--- config.mk ---
export PLATFORM = sky130hd
export DESIGN_NAME = mem_arbiter
export DESIGN_NICKNAME = d
export VERILOG_FILES = /design/src/rtl/lc3b_types.sv /design/src/rtl/mem_arbiter.sv
export SDC_FILE = /design/constraint.sdc
export NUM_CORES = 1
export LEC_CHECK = 0
export ABC_AREA = 1
export ABC_CLOCK_PERIOD_IN_PS = 1800
export CAP_MARGIN = 30
export CORE_AREA = 2 2 271 273
export CTS_CLUSTER_SIZE = 20
export DETAILED_ROUTE_END_ITERATION = 7
export DIE_AREA = 0 0 273 275
export GPL_TIMING_DRIVEN = 1
export PLACE_DENSITY = 0.34
export REMOVE_ABC_BUFFERS = 1
export SLEW_MARGIN = 20
export SYNTH_ARGS = -nofsm -noshare
export SYNTH_HDL_FRONTEND = slang
export SYNTH_SLANG_ARGS = --single-unit
--- constraint.sdc ---
create_clock -name clk -period 1.8 [get_ports clk]
set_input_delay 0.54 -clock clk [delete_from_list [all_inputs] [get_ports clk]]
set_output_delay 0.54 -clock clk [all_outputs]
set_load 0.02 [all_outputs]
--- src/rtl/lc3b_types.sv ---
// Shared types for the LC-3b memory subsystem: cache-line type and arbiter states.
// Latency: n/a (package).
// Backpressure: n/a (package).
package lc3b_types;

  // One cache line moved between caches and physical memory.
  typedef logic [127:0] lc3b_line;

  // Arbiter states: waiting for a request, or owning memory for one side.
  typedef enum logic [1:0] {
    IDLE    = 2'd0,
    SERVE_I = 2'd1,
    SERVE_D = 2'd2
  } arb_state_t;

  // Encoding of the last-granted side, used by round-robin arbitration.
  localparam logic GRANT_I = 1'b0;
  localparam logic GRANT_D = 1'b1;

endpackage

--- src/rtl/mem_arbiter.sv ---
// Arbitrates I-cache and D-cache line fills/writebacks onto one physical memory port.
// Latency: a request sampled in IDLE drives the memory strobe from the next cycle; resp is combinational from pmem_resp.
// Backpressure: the losing side simply waits with its request held; memory holds off via pmem_resp.
//
// Ports:
//   clk, reset_n                        clock, asynchronous active-low reset
//   i_read, i_address, i_rdata, i_resp  instruction-cache fill interface
//   d_read, d_write, d_address, d_wdata,
//   d_rdata, d_resp                     data-cache fill/writeback interface
//   pmem_read, pmem_write, pmem_address,
//   pmem_wdata, pmem_rdata, pmem_resp   physical memory interface
module mem_arbiter
  import lc3b_types::*;
#(
  parameter bit RR_EN = 1'b0  // 0: data side always wins ties; 1: alternate on ties
) (
  input  logic            clk,
  input  logic            reset_n,
  // instruction cache
  input  logic            i_read,
  input  logic [15:0]     i_address,
  output lc3b_line        i_rdata,
  output logic            i_resp,
  // data cache
  input  logic            d_read,
  input  logic            d_write,
  input  logic [15:0]     d_address,
  input  lc3b_line        d_wdata,
  output lc3b_line        d_rdata,
  output logic            d_resp,
  // physical memory
  output logic            pmem_read,
  output logic            pmem_write,
  output logic [15:0]     pmem_address,
  output lc3b_line        pmem_wdata,
  input  lc3b_line        pmem_rdata,
  input  logic            pmem_resp
);

  arb_state_t  r_state;
  arb_state_t  w_next_state;
  logic        r_last_grant;
  logic [15:0] r_addr;
  lc3b_line    r_wdata;
  logic        r_write;

  logic        w_i_req;
  logic        w_d_req;
  logic        w_grant_i;
  logic        w_grant_d;

  assign w_i_req = i_read;
  assign w_d_req = d_read | d_write;

  // Next-state and grant decision. Grants are only made from IDLE, which
  // guarantees one idle cycle between back-to-back transactions.
  always_comb begin
    w_next_state = r_state;
    w_grant_i    = 1'b0;
    w_grant_d    = 1'b0;
    case (r_state)
      IDLE: begin
        if (w_i_req && w_d_req) begin
          // Tie: round-robin hands it to whichever side did not win last time.
          if (RR_EN && (r_last_grant == GRANT_D)) w_grant_i = 1'b1;
          else                                    w_grant_d = 1'b1;
        end else if (w_d_req) begin
          w_grant_d = 1'b1;
        end else if (w_i_req) begin
          w_grant_i = 1'b1;
        end
        if (w_grant_d)      w_next_state = SERVE_D;
        else if (w_grant_i) w_next_state = SERVE_I;
      end
      SERVE_I, SERVE_D: begin
        if (pmem_resp) w_next_state = IDLE;
      end
      default: w_next_state = IDLE;
    endcase
  end

  // State plus the transaction snapshot taken at grant. Memory sees only these
  // registers, so requester inputs may change freely during service.
  always_ff @(posedge clk or negedge reset_n) begin
    if (!reset_n) begin
      r_state      <= IDLE;
      r_last_grant <= GRANT_I;
      r_addr       <= '0;
      r_wdata      <= '0;
      r_write      <= 1'b0;
    end else begin
      r_state <= w_next_state;
      if (w_grant_d) begin
        r_last_grant <= GRANT_D;
        r_addr       <= d_address;
        r_wdata      <= d_wdata;
        r_write      <= d_write;  // read+write together is treated as a writeback
      end else if (w_grant_i) begin
        r_last_grant <= GRANT_I;
        r_addr       <= i_address;
        r_wdata      <= d_wdata;
        r_write      <= 1'b0;
      end
    end
  end

  // Output decode. Strobes come from registered state only; resp is routed
  // combinationally to the owning side and is dead in IDLE.
  always_comb begin
    pmem_read  = 1'b0;
    pmem_write = 1'b0;
    i_resp     = 1'b0;
    d_resp     = 1'b0;
    if (r_state != IDLE) begin
      pmem_read  = ~r_write;
      pmem_write = r_write;
    end
    if (r_state == SERVE_I) i_resp = pmem_resp;
    if (r_state == SERVE_D) d_resp = pmem_resp;
  end

  assign pmem_address = r_addr;
  assign pmem_wdata   = r_wdata;
  assign i_rdata      = pmem_rdata;
  assign d_rdata      = pmem_rdata;

endmodule

==> results of run 1 <==
final timing paths:
| path | from | end | slack (ps) | cells after the start |
|---|---|---|---|---|
| worst min register to register | pmem_wdata[3] | pmem_wdata[3] | 470 | 2 |
| min in group asynchronous | reset_n | pmem_wdata[120] | 560 | 2 |
| worst max register to register | r_state[0] | pmem_wdata[93] | -110 | 11 |
| max in group asynchronous | reset_n | pmem_wdata[26] | 630 | 3 |
| worst max-delay path | r_state[1] | d_resp | -140 | 5 |
| worst min-delay path | pmem_wdata[3] | pmem_wdata[3] | 470 | 2 |
metrics by stage:
step	cell area [um2]	util, %	hold WS [ps]	setup slack (ps)	cells
global placement	10500	14.5	462	-653	1990
floorplan	5780	-	244	-1630	682
detailed placement	10500	14.5	464	-641	1990
finish	11400	15.8	471	-144	2044
global route	11400	15.8	495	-234	2043
CTS	11000	15.2	477	-241	2023
Yosys cell counts (all sizes together):
master	number
a21oi	2
nor2	4
nand3	34
inv	43
dfrtp	147
ha	4
buf	280
nand2	445
o21ai	3
clkbuf	11
cell type report:
cell class / instances / area share [%]
multi-input combinational: 492 / 17.6
clock inverter: 14 / 1.03
clock buffer: 18 / 3.76
sequential: 147 / 32.3
inverter: 43 / 1.42
antenna: 2 / 0.0439
tap: 959 / 10.5
timing repair buffer: 369 / 33.4
power breakdown:
group / switching [mW] / total (mW) / internal, mW
Sequential: 0.961 / 5.94 / 4.98
Combinational: 7.48 / 12.3 / 4.82
Clock: 1.74 / 3.54 / 1.80
Total: 10.2 / 21.8 / 11.6
what timing repair did:
item                       in CTS  in global routing
setup endpoints to repair     132                176
hold endpoints to repair       36                  0
hold buffers                    1                  0
setup buffers                   0                  8
resized for setup             260                 55
pin swaps                       2                  2
cloned                          0                 11
worst max-delay path: stages (launching register included):
cell	delay (ps)
dfrtp_1	410
buf_6	140
ha_4	150
nand2_2	50
inv_2	50
buf_6	120
flip-flops by register name, summed over array words and instances, names as in the netlist:
name          cells
pmem_address     16
r_state           2
r_write           1
pmem_wdata      128
routing by layer:
| metal | GRT usage [%] | wire (um) | vias up |
|---|---|---|---|
| met1 | 13.9 | 21100 | 3206 |
| met4 | 4.39 | 1800 | 36 |
| met5 | 13.8 | 1320 | - |
| met2 | 32.0 | 36000 | 856 |
| li1 | - | - | 2858 |
| met3 | 26.2 | 20600 | 95 |
cells by family (layout without fill, tap and decap cells):
logic type      count (synthesis)  in the layout  share of synthesized area [%]
simple gates                  483            483                           23.5
buf+inv                       334            444                           28.8
flops                         147            147                           46.6
compound gates                  5              5                          0.460
fa+ha+maj                       4              4                          0.634
other cells                     0              2                              0
==> reports/results.ini, run 1 <==
[layout]
ff_latch_area_mm2 = 0.00368
final_common_cell = nand2_1
multi_input_area_mm2 = 0.00201
layout_common_cells = nand2_1 (442), clkdlybuf4s50_1 (164), dfrtp_1 (147)
drive_gt1_share_pct = 15.2
syn2layout_area_growth_pct = 44.5
layout.nets = 1368
nFillCells = 8214

[job]
maxCapViolations = 0

[placed_design]
io_buffers = 313
globalplace.congestion = 0.924
hpwl_um = 67600

[clock_tree]
clk_latency_ps = 490
cts_buffers = 17
clockBufferDepth = 2
clkSinkCount = 147
cts_tree = yes
clk_pin_slew_ps = 70
htreeDepth = 4
clock-root-buffer = clkbuf_16

[timing]
setup_ws_ps = -144
slew_viol_final = 0
max_clock_freq_mhz = 514
setup_tns_ps = -3580
skew_ps = 14.4
finalCriticalPeriod_ps = 1940
rsz0062_at_grt = yes
final-hold-violation-count = 0
worst_slew_pin_slew_ps = 466
slew_headroom_pct = 68.9
post-route-period-util_pct = 108
setup_viol = 72

[global_route]
grt_first_pass_wirelength_um = 93600
grt_start_max_net_pins = 76
grt_use_total_pct = 20.3
gr-total-overflow = 0
grt_pass1_vias = 6755
antenna_found_initial = 9

[die]
num_io_pins = 698
die_y_um = 275
die_w_um = 273
rows = 99
die_area_mm2 = 0.0751
start_util_pct = 10.9
coreArea_mm2 = 0.0723

[yosys]
ys_warn_count = 0
synth_cells = 973
yosysSeqAreaShare_pct = 46.6
synth.distinct_cells = 14
synth_area_leader_cell = dfrtp_1
ys_seq_elements = 147
synth_area_leaders = dfrtp_1 (47%), buf_4 (25%), nand2_1 (21%), nand3_1 (2.2%), inv_1 (2.0%)
yosysTopAreaCellShare_pct = 46.6
syn_area_per_cell_um2 = 8.11
synthesis.area_mm2 = 0.00789

[pwr]
powerDensity_mw_per_mm2 = 1910
ir_drop_mv = 0.522
power_mw = 21.8
p_leak_nw = 5.49

[outcome]
violations = setup timing
status = complete, but fails checks

[route]
avgViaCountPerCell = 3.45
wl_per_cell_um = 39.6
drt_iter0_markers = 544
vias = 7051
dr.pass1.iters = 5
drc = 0
detail-route-antenna-nets = 0
routed_wirelength_um = 80900

[critical_path]
startpoint_type = register
end_kind = primary output
critical_path_required_ps = 1260
cp_max_fo = 2
worstSetupPathType = register to primary output
worst_ep_arrival_time_ps = 1400

[worst_hold_path]
hp-class = register to register

No activity file was read; power rests on OpenSTA's default activity.
==> run 2, diff against run 1 <==
--- a/config.mk
+++ b/config.mk
@@ -6,14 +6,14 @@
 export NUM_CORES = 1
 export LEC_CHECK = 0
 export ABC_AREA = 1
-export ABC_CLOCK_PERIOD_IN_PS = 1800
+export ABC_CLOCK_PERIOD_IN_PS = 1600
 export CAP_MARGIN = 30
-export CORE_AREA = 2 2 271 273
-export CTS_CLUSTER_SIZE = 20
+export CORE_AREA = 2 2 268 270
 export DETAILED_ROUTE_END_ITERATION = 7
-export DIE_AREA = 0 0 273 275
+export DIE_AREA = 0 0 270 272
 export GPL_TIMING_DRIVEN = 1
-export PLACE_DENSITY = 0.34
+export MAX_ROUTING_LAYER = met4
+export PLACE_DENSITY = 0.35
 export REMOVE_ABC_BUFFERS = 1
 export SLEW_MARGIN = 20
 export SYNTH_ARGS = -nofsm -noshare
==> constraint.sdc (replaced) <==
create_clock -name clk -period 1.6 [get_ports clk]
set_input_delay 0.48 -clock clk [delete_from_list [all_inputs] [get_ports clk]]
set_output_delay 0.48 -clock clk [all_outputs]
set_load 0.02 [all_outputs]
==> run 2 against run 1 <==
Net effect: sequential cell count unchanged; via count up 1.6%; the run still ends with setup timing left; register-to-register slack worse by 110 ps; final cell count up 0.93%; worst hold slack worse by 3.8 ps; sequential power up 16%; clock skew down 7.6 ps; clock power up 23%; setup slack worse by 140 ps.
==> reports/results.ini, run 2 (same netlist as run 1, synthesis figures left out) <==
[outcome]
status = complete, but fails checks
violations = setup timing

[layout]
stdcell_area_mm2 = 0.0129
layout.nets = 1396
drive_gt1_share_pct = 44.4
layout_common_cells = nand2_1 (248), clkdlybuf4s50_1 (164), dfrtp_1 (144)
syn2layout_area_growth_pct = 63.8
final_common_cell = nand2_1
largest_reg_flops = 128

[die]
rows = 98
coreArea_mm2 = 0.0708
start_util_pct = 11.2
die_y_um = 272
die_w_um = 270
die_area_mm2 = 0.0734
num_io_pins = 698

[critical_path]
path_common_cell = buf_6
cpPeakStageDelay_ps = 430
startpoint = r_state[0]
worstSetupPathType = register to primary output
endpoint = i_resp
startpoint_type = register
r2r_cells = 10
r2r_start = r_state[1]
cp_max_fo = 2
path_cells = buf_6 -> ha_4 -> nand2_2 -> inv_2 -> buf_6
critical_path_required_ps = 1120
slowest_stage = dfrtp_1
r2r_slack_ps = -220
reg2reg_to = pmem_wdata[85]
end_kind = primary output
worst_ep_arrival_time_ps = 1410

[global_route]
antenna_found_initial = 2
grt_pass1_vias = 6863
gr-total-overflow = 0
grt_first_pass_wirelength_um = 95100
grt_use_total_pct = 21.6
grt_start_max_net_pins = 39

[route]
route.top_layer_used = met4
wl_met2_um = 36700
routed_wirelength_um = 79900
met3WireLength_um = 18800
drc = 0
met1_length_um = 23600
drt_iter0_markers = 504
dr.pass1.iters = 4
detail-route-antenna-nets = 0
vias = 7161
wl_per_cell_um = 38.7
avgViaCountPerCell = 3.47

[timing]
worst_slew_pin_slew_ps = 382
setup_ws_ps = -286
rsz0062_at_grt = yes
whs_ps = 467
setup_viol = 148
slew_viol_final = 0
final-hold-violation-count = 0
finalCriticalPeriod_ps = 1890
max_clock_freq_mhz = 530
post-route-period-util_pct = 118
setup_tns_ps = -20060
slew_headroom_pct = 74.5
skew_ps = 6.79

[clock_tree]
clk_latency_ps = 470
clk_pin_slew_ps = 60
cts_tree = yes
clock-root-buffer = clkbuf_16
clockBufferDepth = 2
cts_buffers = 17
htreeDepth = 4
clkSinkCount = 147

[pwr]
internal-power_mw = 16.2
powerDensity_mw_per_mm2 = 2260
p_leak_nw = 6.25
switching_power_mw = 13.0
pwr-share-clk_pct = 14.9
seqPwrFrac_pct = 23.6
ir_drop_mv = 0.808
p_sw_share_pct = 44.5
power_frac_comb_pct = 61.5

[placed_design]
hpwl_um = 67100
placed_cell_area_mm2 = 0.0109
io_buffers = 313
globalplace.congestion = 0.940

[job]
maxCapViolations = 0

[worst_hold_path]
hp-class = input port to async pin

## run 2: cell types whose count changed in the layout (fill, tap and decap cells not counted), sizes merged
cell	previous run	this run
clkbuf	33	31
clkdlybuf4s15	67	0
clkinv	4	2
inv	51	46
buf	73	219
clkinvlp	2	6
bufinv	0	3
dlygate4sd2	49	0
## run 2: repair_timing
item                       4_1_cts  5_1_grt
pin swaps                        2       73
hold endpoints to repair        24        0
cloned                           7       15
gates resized for setup        505      324
setup endpoints to repair      259      157
hold buffers                     1        0
buffers inserted                 8       15
## run 2: worst max-delay path, delay by kind of cell (launching register included)
family	cells	cell delay (ps)
adder cells (fa/ha/maj)	1	150
buffers and inverters	3	310
flip-flops	1	430
AND/OR/NAND/NOR	1	60
## run 2: area by class of cell
type,count,area (um2)
multi-input combinational,492,3020
timing repair buffer,397,4260
clock inverter,14,179
clock buffer,18,429
inverter,43,169
fill,7904,57800
tap,950,1190
sequential,147,3680
antenna,2,5.00
## run 2: how the worst min path moves through the flow
stage	startpoint	end	slack, ps
finish	reset_n	pmem_wdata[22]	470
global route	reset_n	pmem_wdata[125]	460
CTS	reset_n	pmem_wdata[40]	440
detailed placement	reset_n	pmem_wdata[125]	420
global placement	reset_n	pmem_wdata[125]	420
floorplan	reset_n	pmem_address[0]	180
## run 2: layer usage
layer	vias up	track usage [%]
met5	-	-
met4	0	3.13
met3	36	26.0
met2	785	33.5
met1	3412	16.3
li1	2928	-
## run 2: metrics by stage
step / power, mW / cells / util, % / setup WS [ps]
CTS: 26.0 / 2034 / 16.1 / -348
floorplan: 11.9 / 682 / - / -1770
global placement: 21.2 / 1986 / 15.4 / -757
global route: 31.1 / 2063 / 18.3 / -371
detailed placement: 21.2 / 1986 / 15.4 / -720
finish: 29.2 / 2063 / 18.3 / -286
## run 2: power groups by stage
stage / clock [mW] / sequential, mW / combinational [mW]
6_report: 4.36 / 6.90 / 18.0
5_1_grt: 4.71 / 7.14 / 19.2
4_1_cts: 4.58 / 6.88 / 14.6
3_5_place_dp: 0 / 6.92 / 14.2
3_3_place_gp: 0 / 6.92 / 14.3
2_1_floorplan: 0 / 8.79 / 3.09
==> run 3, diff against run 2 <==
--- a/config.mk
+++ b/config.mk
@@ -5,7 +5,7 @@
 export SDC_FILE = /design/constraint.sdc
 export NUM_CORES = 1
 export LEC_CHECK = 0
-export ABC_AREA = 1
+export ABC_AREA = 0
 export ABC_CLOCK_PERIOD_IN_PS = 1600
 export CAP_MARGIN = 30
 export CORE_AREA = 2 2 268 270
@@ -13,7 +13,7 @@
 export DIE_AREA = 0 0 270 272
 export GPL_TIMING_DRIVEN = 1
 export MAX_ROUTING_LAYER = met4
-export PLACE_DENSITY = 0.35
+export PLACE_DENSITY = 0.47
 export REMOVE_ABC_BUFFERS = 1
 export SLEW_MARGIN = 20
 export SYNTH_ARGS = -nofsm -noshare
==> run 3 against run 2 <==
Net effect: the flow still finishes with violations (setup timing); critical path depth increased by 4; worst hold slack better by 8.6 ps; routed wire length down 3.7%; design area fell by 5.3%; non-clock buffer count down 17; register-to-register slack lost 90 ps; die area unchanged; global-route usage down 1.0 points; clock power is 8.3% lower; critical path type is now register to register; critical endpoint is now pmem_wdata[58]; largest cell class unchanged.
==> reports/results.ini, run 3 <==
[yosys]
synth-simple-area-share_pct = 1.54
ys_warn_count = 0
synthTopCellsByCount = buf_4 (264), dfrtp_1 (147), mux2_1 (67)
synth-adder-area-share_pct = 0.657
ys_seq_elements = 147
synth_edf_count = 0
synth_cells = 621
synth_top_family_by_area = buffers and inverters
synth_area_leaders = dfrtp_1 (48%), buf_4 (26%), mux2_1 (9.9%), mux2_2 (9.0%), mux2i_1 (2.1%)
synth.distinct_cells = 22
yosysTopAreaCellShare_pct = 48.3
yosysMostFrequentCell = buf_4
yosysSeqAreaShare_pct = 48.3
synthMuxAreaShare_pct = 21.0
synth_area_leader_cell = dfrtp_1
synth_compound_area_share_pct = 1.76
async_flop_share_pct = 100
synth_xor_area_share_pct = 0
synthesis.area_mm2 = 0.00762
syn_area_per_cell_um2 = 12.3
synth_flop_cell = dfrtp_1

[timing]
max_clock_freq_mhz = 523
slew_headroom_pct = 71.6
post-route-period-util_pct = 119
finalCriticalPeriod_ps = 1910
final-hold-violation-count = 0
whs_ps = 476
skew_ps = 16.0
rsz0062_at_grt = yes
slew_viol_final = 0
worst_slew_pin_slew_ps = 426
setup_viol = 150
setup_ws_ps = -311

[critical_path]
crit_buf_inv = 6
r2r_slack_ps = -310
critical_path_required_ps = 1970
worstSetupPathType = register to register
end_kind = register
startpoint_type = register
worst_ep_arrival_time_ps = 2280
cp_max_fo = 8
cpPeakStageDelay_ps = 420
slowest_stage = dfrtp_1
path_cells = inv_4 -> ha_4 -> buf_6 -> o31ai_4 -> buf_12 -> buf_12 -> clkbuf_16 -> clkbuf_16 -> mux2_4
reg2reg_to = pmem_wdata[58]
r2r_start = r_state[1]
critPathTopFamily = buffers and inverters
r2r_cells = 9

[layout]
syn2layout_area_growth_pct = 60.6
multi_input_area_mm2 = 0.00256
nFillCells = 7797
drive_gt1_share_pct = 56.7
final_common_cell = clkdlybuf4s50_1
layout_common_cells = clkdlybuf4s50_1 (164), mux2_4 (128), dfrtp_1 (128)
layout.nets = 1044
stdcell_area_mm2 = 0.0122
ff_latch_area_mm2 = 0.00370
largest_reg_flops = 128

[pwr]
internal-power_mw = 17.6
p_sw_share_pct = 39.2
power_frac_comb_pct = 60.5
power_mw = 28.9
p_leak_nw = 5.41
ir_drop_mv = 0.904
switching_power_mw = 11.3
powerDensity_mw_per_mm2 = 2360
pwr-share-clk_pct = 13.9
seqPwrFrac_pct = 25.6

[clock_tree]
clock-root-buffer = clkbuf_16
htreeDepth = 4
clk_pin_slew_ps = 70
clk_latency_ps = 490
clkSinkCount = 147
clockBufferDepth = 2
cts_tree = yes
cts_buffers = 17

[route]
detail-route-antenna-nets = 0
routed_wirelength_um = 77000
avgViaCountPerCell = 3.33
vias = 5692
dr.pass1.iters = 4
wl_per_cell_um = 45.0
drt_iter0_markers = 372
drc = 0

[placed_design]
globalplace.congestion = 0.945
pre_cts_slack_ps = -653
hpwl_um = 65200
placed_cell_area_mm2 = 0.0107
io_buffers = 313

[global_route]
grt_use_total_pct = 20.6
gr-total-overflow = 0
antenna_found_initial = 3
grt_first_pass_wirelength_um = 87800
grt_pass1_vias = 5647
grt_start_max_net_pins = 35

[die]
num_io_pins = 698
die_y_um = 272
die_w_um = 270
start_util_pct = 10.8
die_area_mm2 = 0.0734
rows = 98
coreArea_mm2 = 0.0708

[outcome]
violations = setup timing
status = complete, but fails checks

[worst_hold_path]
hp-class = input port to async pin

[job]
maxCapViolations = 0

-- run 3: cell count changes after synthesis, moves of 2 or more --
cell      before  now
nand2_1      445   20
mux2_1         0   67
mux2_2         0   61
inv_1         43    2
nand3_1       34    1
mux2i_1        0   16
o21ai_0        2   16
clkbuf_1      11    1
buf_2         14    9
and2_1         0    2
buf_4        266  264
-- run 3: how the worst max path moves through the flow --
stage                          start               to  slack (ps)  cells past startpoint
after global placement        d_read    pmem_wdata[5]        -640                      5
after CTS                 r_state[0]           i_resp        -350                      4
after floorplan               d_read  pmem_address[0]       -3300                      2
after global routing      r_state[0]           i_resp        -380                      4
final                     r_state[1]   pmem_wdata[58]        -310                      9
after detailed placement      d_read    pmem_wdata[5]        -650                      5
-- run 3: final cells by class --
type	instances	share of cell area (%)
repair buffers	380	34.4
multi-input cells	198	20.9
clock buffers	17	3.48
inverters	2	0.102
well taps	950	9.71
clock inverters	15	1.11
flip-flops and latches	147	30.2
diodes	2	0.0409
-- run 3: timing repair --
| item | CTS | global route |
|---|---|---|
| hold buffers | 1 | 0 |
| cloned | 4 | 16 |
| pin swaps | 2 | 19 |
| setup endpoints to repair | 266 | 171 |
| endpoints found under the hold margin | 26 | 0 |
| gates resized for setup | 504 | 212 |
| buffers inserted | 3 | 12 |
-- run 3: logic make-up after synthesis --
group	Yosys count
compound gates	22
simple gates	28
flops	147
buf+inv	276
fa+ha+maj	4
mux	144
-- run 3: per-stage QoR --
step                      setup TNS [ps]  util, %  instances
after floorplan                  -467690        -        347
after global placement            -86760     15.1       1643
after detailed placement          -87810     15.1       1643
after CTS                         -39460     15.6       1683
after global routing              -45340     17.3       1710
final                             -35670     17.3       1711
-- run 3: layer usage --
layer  GRT usage, %  part of all wire [%]  vias to the layer above
met2           31.3                    45                      860
met5              -                     0                        -
met1           14.4                    28                     2740
met3           26.4                    26                       41
li1               -                     -                     2051
met4           4.33                   1.5                        0
-- run 3: power by group through the flow --
stage / Combinational, mW / Sequential [mW] / Clock (mW)
2_1_floorplan: 3.52 / 8.92 / 0
3_3_place_gp: 13.5 / 7.22 / 0
3_5_place_dp: 13.5 / 7.23 / 0
4_1_cts: 13.5 / 7.25 / 4.22
5_1_grt: 18.4 / 7.64 / 4.32
6_report: 17.5 / 7.41 / 4.00
